File: config.mk
export PLATFORM = sky130hd
export DESIGN_NAME = data_mem_arbiter
export DESIGN_NICKNAME = d
export VERILOG_FILES = /design/src/rtl/data_mem_arbiter.sv
export SDC_FILE = /design/constraint.sdc
export NUM_CORES = 1
export LEC_CHECK = 0
export BUFFER_PORTS_ARGS = -buffer_cell sky130_fd_sc_hd__buf_2
export CAP_MARGIN = 20
export CORE_AREA = 2 2 117 119
export DETAILED_ROUTE_END_ITERATION = 8
export DIE_AREA = 0 0 119 121
export GPL_TIMING_DRIVEN = 0
export SYNTH_ARGS = -nofsm -noshare
export SYNTH_HDL_FRONTEND = slang
export SYNTH_SLANG_ARGS = --single-unit
File: constraint.sdc
create_clock -name i_clk -period 1.95 [get_ports i_clk]
set_input_delay 0.195 -clock i_clk [delete_from_list [all_inputs] [get_ports i_clk]]
set_output_delay 0.195 -clock i_clk [all_outputs]
set_load 0.05 [all_outputs]
File: src/rtl/data_mem_arbiter.sv
// data_mem_arbiter
// Shares one DATA_MEM port between two masters (M0: core data port, M1: loader/debug).
// Round-robin with a bounded burst: an owner keeps the port for at most MAX_BURST
// consecutive grants while the other master is requesting. At most one access per cycle.
// The memory has 1-cycle read latency, so read data returns to the master that issued
// the read one cycle after its grant.
//
// Ports:
//   i_clk, i_rst            clock (rising edge), asynchronous active-high reset
//   i_mN_req/we/addr/wdata  master N request (held until granted), 1=write, address, data
//   o_mN_gnt                master N access accepted this cycle
//   o_mN_rdata/rvalid       master N read data and its valid strobe (rdata 0 when not valid)
//   o_mem_addr/data_in      address / write data to DATA_MEM (0 when no grant)
//   i_mem_data_out          read data from DATA_MEM (1-cycle latency)
//   o_mem_wr_en/rd_en       memory write / read enables
module data_mem_arbiter #(
  parameter int unsigned ADDR_W    = 32,
  parameter int unsigned DATA_W    = 32,
  parameter int unsigned MAX_BURST = 4
) (
  input  logic              i_clk,
  input  logic              i_rst,
  input  logic              i_m0_req,
  input  logic              i_m0_we,
  input  logic [ADDR_W-1:0] i_m0_addr,
  input  logic [DATA_W-1:0] i_m0_wdata,
  output logic              o_m0_gnt,
  output logic [DATA_W-1:0] o_m0_rdata,
  output logic              o_m0_rvalid,
  input  logic              i_m1_req,
  input  logic              i_m1_we,
  input  logic [ADDR_W-1:0] i_m1_addr,
  input  logic [DATA_W-1:0] i_m1_wdata,
  output logic              o_m1_gnt,
  output logic [DATA_W-1:0] o_m1_rdata,
  output logic              o_m1_rvalid,
  output logic [ADDR_W-1:0] o_mem_addr,
  output logic [DATA_W-1:0] o_mem_data_in,
  input  logic [DATA_W-1:0] i_mem_data_out,
  output logic              o_mem_wr_en,
  output logic              o_mem_rd_en
);

  localparam int unsigned BCNT_W = $clog2(MAX_BURST + 1);
  localparam logic [BCNT_W-1:0] BCNT_MAX = BCNT_W'(MAX_BURST);
  localparam logic [BCNT_W-1:0] BCNT_ONE = BCNT_W'(1);

  typedef enum logic [1:0] {StIdle, StOwn0, StOwn1} owner_e;

  owner_e              r_owner, w_owner_nxt;
  logic [BCNT_W-1:0]   r_bcnt, w_bcnt_nxt;
  logic                r_last, w_last_nxt;
  logic                r_rd_pend;
  logic                r_rd_id;

  logic                w_gnt0, w_gnt1;
  logic                w_arb0, w_arb1;
  logic                w_burst_ok;

  assign w_burst_ok = (r_bcnt < BCNT_MAX);

  // Grant decision from current state and requests.
  always_comb begin
    w_arb0 = 1'b0;
    w_arb1 = 1'b0;
    case (r_owner)
      StIdle: begin
        if (i_m0_req && i_m1_req) begin
          // Tie: the master that was not granted last wins.
          w_arb0 = r_last;
          w_arb1 = ~r_last;
        end else begin
          w_arb0 = i_m0_req;
          w_arb1 = i_m1_req;
        end
      end
      StOwn0: begin
        if (i_m0_req && (!i_m1_req || w_burst_ok)) w_arb0 = 1'b1;
        else if (i_m1_req)                         w_arb1 = 1'b1;
      end
      StOwn1: begin
        if (i_m1_req && (!i_m0_req || w_burst_ok)) w_arb1 = 1'b1;
        else if (i_m0_req)                         w_arb0 = 1'b1;
      end
      default: begin
        w_arb0 = 1'b0;
        w_arb1 = 1'b0;
      end
    endcase
  end

  // Reset forces the port quiet immediately, even with requests pending.
  assign w_gnt0 = w_arb0 & ~i_rst;
  assign w_gnt1 = w_arb1 & ~i_rst;

  // Next-state for owner, burst counter and last-granted master.
  always_comb begin
    w_owner_nxt = StIdle;
    w_bcnt_nxt  = '0;
    w_last_nxt  = r_last;
    if (w_gnt0) begin
      w_owner_nxt = StOwn0;
      w_last_nxt  = 1'b0;
      if (r_owner == StOwn0) w_bcnt_nxt = (r_bcnt == BCNT_MAX) ? r_bcnt : r_bcnt + BCNT_ONE;
      else                   w_bcnt_nxt = BCNT_ONE;
    end else if (w_gnt1) begin
      w_owner_nxt = StOwn1;
      w_last_nxt  = 1'b1;
      if (r_owner == StOwn1) w_bcnt_nxt = (r_bcnt == BCNT_MAX) ? r_bcnt : r_bcnt + BCNT_ONE;
      else                   w_bcnt_nxt = BCNT_ONE;
    end
  end

  always_ff @(posedge i_clk or posedge i_rst) begin
    if (i_rst) begin
      r_owner   <= StIdle;
      r_bcnt    <= '0;
      r_last    <= 1'b1;
      r_rd_pend <= 1'b0;
      r_rd_id   <= 1'b0;
    end else begin
      r_owner   <= w_owner_nxt;
      r_bcnt    <= w_bcnt_nxt;
      r_last    <= w_last_nxt;
      r_rd_pend <= (w_gnt0 & ~i_m0_we) | (w_gnt1 & ~i_m1_we);
      r_rd_id   <= w_gnt1;
    end
  end

  // Memory port mux.
  always_comb begin
    o_mem_addr    = '0;
    o_mem_data_in = '0;
    o_mem_wr_en   = 1'b0;
    o_mem_rd_en   = 1'b0;
    if (w_gnt0) begin
      o_mem_addr    = i_m0_addr;
      o_mem_data_in = i_m0_wdata;
      o_mem_wr_en   = i_m0_we;
      o_mem_rd_en   = ~i_m0_we;
    end else if (w_gnt1) begin
      o_mem_addr    = i_m1_addr;
      o_mem_data_in = i_m1_wdata;
      o_mem_wr_en   = i_m1_we;
      o_mem_rd_en   = ~i_m1_we;
    end
  end

  assign o_m0_gnt = w_gnt0;
  assign o_m1_gnt = w_gnt1;

  // Read return routed to whichever master issued last cycle's read.
  assign o_m0_rvalid = r_rd_pend & ~r_rd_id & ~i_rst;
  assign o_m1_rvalid = r_rd_pend & r_rd_id & ~i_rst;
  assign o_m0_rdata  = o_m0_rvalid ? i_mem_data_out : '0;
  assign o_m1_rdata  = o_m1_rvalid ? i_mem_data_out : '0;

endmodule
==> impl_metrics.env <==
export IMPL_worst_slew_pin_slew_ps=361
export IMPL_num_vias=2852
export IMPL_synthArstFlopShare_pct=100
export IMPL_die_w_um=119
export IMPL_rsz0062_at_grt="yes"
export IMPL_insertion_delay_ps=240
export IMPL_grtUsageTotal_pct=12.8
export IMPL_failed_checks="setup timing"
export IMPL_clock_root_buffer="clkbuf_16"
export IMPL_drc_errors=0
export IMPL_p_total_uw=2110
export IMPL_critPathLaunchType="flip-flop"
export IMPL_viasPerCell=4.10
export IMPL_required_ps=1750
export IMPL_synthDistinctLibCells=35
export IMPL_met3_length_um=660
export IMPL_synth_nets=369
export IMPL_synth_area_top_cells="a22o_1 (35%), and2_1 (25%), dfrtp_1 (11%)"
export IMPL_wirelength_met1_um=4020
export IMPL_cts_tree="built"
export IMPL_max_freq_mhz=459
export IMPL_maxCapViolCount=0
export IMPL_grt_start_max_net_pins=12
export IMPL_core_area_mm2=0.0131
export IMPL_status="finished, violations left"
export IMPL_first_pass_iters=4
export IMPL_grt_pass1_wl_um=14500
export IMPL_finalSetupTns_ps=-12530
export IMPL_antenna_found_initial=0
export IMPL_io_buffers=299
export IMPL_clock_sinks=8
export IMPL_p_switching_uw=1010
export IMPL_sw_frac_of_total_pct=47.8
export IMPL_rows=42
export IMPL_finClkSkew_ps=5.74
export IMPL_synth_most_common_cell="a22o_1"
export IMPL_synth_edf_count=0
export IMPL_drive_gt1_share_pct=70.0
export IMPL_die_area_mm2=0.0144
export IMPL_overflow=0
export IMPL_start_util_pct=12.3
export IMPL_synthCells=201
export IMPL_dp_slack_ps=-257
export IMPL_synth_common_cells="a22o_1 (65), and2_1 (64), buf_2 (8), buf_6 (8)"
export IMPL_met2_length_um=5870
export IMPL_worstPathMaxFanout=10
export IMPL_syn2layout_area_growth_pct=167
export IMPL_syn_avg_cell_area_um2=8.00
export IMPL_dp_cells=676
export IMPL_wl_um=10700
export IMPL_pwr_share_comb_pct=73.1
export IMPL_pin_count=300
export IMPL_slew_viol_final=0
export IMPL_grt_pass1_vias=2757
export IMPL_yosysTopAreaCell="a22o_1"
export IMPL_die_y_um=121
export IMPL_end_kind="output pin"
export IMPL_nNetsFinal=689
export IMPL_synth_cell_area_mm2=0.00161
export IMPL_period_needed_ps=2180
export IMPL_power_leakage_uw=0.00242
export IMPL_setup_viol=67
export IMPL_cts_htree_levels=1
export IMPL_insertedDiodeCount=0
export IMPL_ys_seq_area_share_pct=12.5
export IMPL_layout_setup_ws_ps=-229
export IMPL_hold_class="in2async"
export IMPL_ant_nets=0
export IMPL_post_route_util_pct=32.8
export IMPL_fin_cells=696
export IMPL_power_density_mw_per_mm2=493
export IMPL_drtIter0Drc=61
export IMPL_wire_per_inst_um=15.3
export IMPL_final_hold_viol_count=0
export IMPL_clock_path_buffers=2
export IMPL_maxSlewHeadroom_pct=75.8
export IMPL_cts_buffers=3
export IMPL_top_layer_used="met4"
export IMPL_synth_main_ff_cell="dfrtp_1"
export IMPL_crit_type="reg2out"
export IMPL_p_clk_share_pct=17.3
export IMPL_power_internal_uw=1100
export IMPL_hpwl_um=8440
export IMPL_p_seq_share_pct=9.6
export IMPL_netlist_area_leader_share_pct=35.4
export IMPL_ys_ff_latch=8
export IMPL_ir_drop_v=0.000231
export IMPL_cp_arrival_ps=1980
export IMPL_ys_warn_count=0
export IMPL_fin_crit_sh_pct=112
export IMPL_place_gp_congestion=0.759
export IMPL_clk_pin_slew_ps=40
export IMPL_fillers=1364
==> critical path, stage by stage (launching register included) <==
cell	delay [ps]
dfstp_2	560
o21bai_1	80
o221ai_2	210
nand3_2	170
inv_4	120
buf_12	150
buf_8	130
a22o_1	170
buf_6	160
==> per-stage QoR <==
stage | instance area (um^2) | hold slack (ps)
5_1_grt | 4290 | 93.6
6_report | 4290 | 68.5
2_1_floorplan | 1640 | 15.0
3_3_place_gp | 3350 | 200
4_1_cts | 3940 | 49.6
3_5_place_dp | 3350 | 210
==> worst paths after layout <==
kind                       slack [ps]                    to            startpoint  cells past startpoint
min in group i_clk                220   r_rd_pend$_DFF_PP0_               i_m0_we                      2
max                              -230     o_mem_data_in[23]    r_last$_DFFE_PP1P_                      8
min                                70    r_last$_DFFE_PP1P_                 i_rst                      2
min reg2reg                       590   r_bcnt[0]$_DFF_PP0_  r_owner[0]$_DFF_PP0_                      1
max in group asynchronous        1080  r_owner[0]$_DFF_PP0_                 i_rst                      3
max reg2reg                       290   r_bcnt[0]$_DFF_PP0_    r_last$_DFFE_PP1P_                      6
==> cell type report <==
cell class,count,area (um^2),area share (%)
clock buffer,4,78.8,1.84
sequential,8,205,4.79
inverter,8,32.5,0.759
multi-input combinational,163,1350,31.4
timing repair buffer,317,2180,50.9
tap,176,220,5.14
buffer,20,220,5.14
==> cell usage in the layout (no fill, tap or decap), types with 2 or more instances in the layout <==
| master | synthesis | final |
|---|---|---|
| clkbuf_2 | 0 | 6 |
| a22o_2 | 0 | 2 |
| clkbuf_16 | 0 | 6 |
| buf_6 | 8 | 59 |
| nor2b_1 | 2 | 2 |
| a22o_1 | 65 | 52 |
| a22o_4 | 0 | 11 |
| dfrtp_2 | 0 | 3 |
| and3_1 | 3 | 2 |
| nand2_1 | 2 | 2 |
| buf_4 | 0 | 12 |
| buf_12 | 0 | 5 |
| and2_1 | 64 | 64 |
| dfrtp_1 | 7 | 4 |
| buf_2 | 8 | 234 |
| inv_1 | 7 | 7 |
| buf_8 | 0 | 15 |
| ha_1 | 2 | 2 |
| nand2b_1 | 2 | 2 |
==> layer usage <==
metal	vias up	GRT usage [%]
met1	1290	14.1
met4	0	3.57
met3	9	1.88
li1	1388	-
met2	165	25.3
met5	-	0
==> cells by family (layout without fill, tap and decap cells) <==
kind of cell,after synthesis,count (layout),synth area share (%)
and+or+nand+nor,80,80,31.1
AOI/OAI and AO/OA,79,79,42.3
buffers and inverters,30,349,11.4
DFF,8,8,12.5
adders and majority gates,2,2,1.56
xor gates and xnor gates,1,1,0.545
muxes,1,1,0.700
==> sequential cells by signal (all words and copies together), names as in the netlist <==
register   count
r_bcnt         3
r_owner        2
r_last         1
r_rd_id        1
r_rd_pend      1
==> repair_timing <==
item | in CTS | in global routing
endpoints found under the setup margin | 101 | 92
hold endpoints to repair | 7 | 0
gates resized for setup | 139 | 57
setup buffers | 3 | 9
pin swaps | 17 | 36
cloned | 2 | 3
hold buffers | 1 | 0
==> power groups by stage <==
stage,Sequential [uW],Combinational (uW),Clock (uW)
3_3_place_gp,199,1210,0
2_1_floorplan,195,828,0
4_1_cts,202,1430,371
5_1_grt,206,1610,376
3_5_place_dp,201,1220,0
6_report,203,1540,366
No activity file was read; power rests on OpenSTA's default activity.
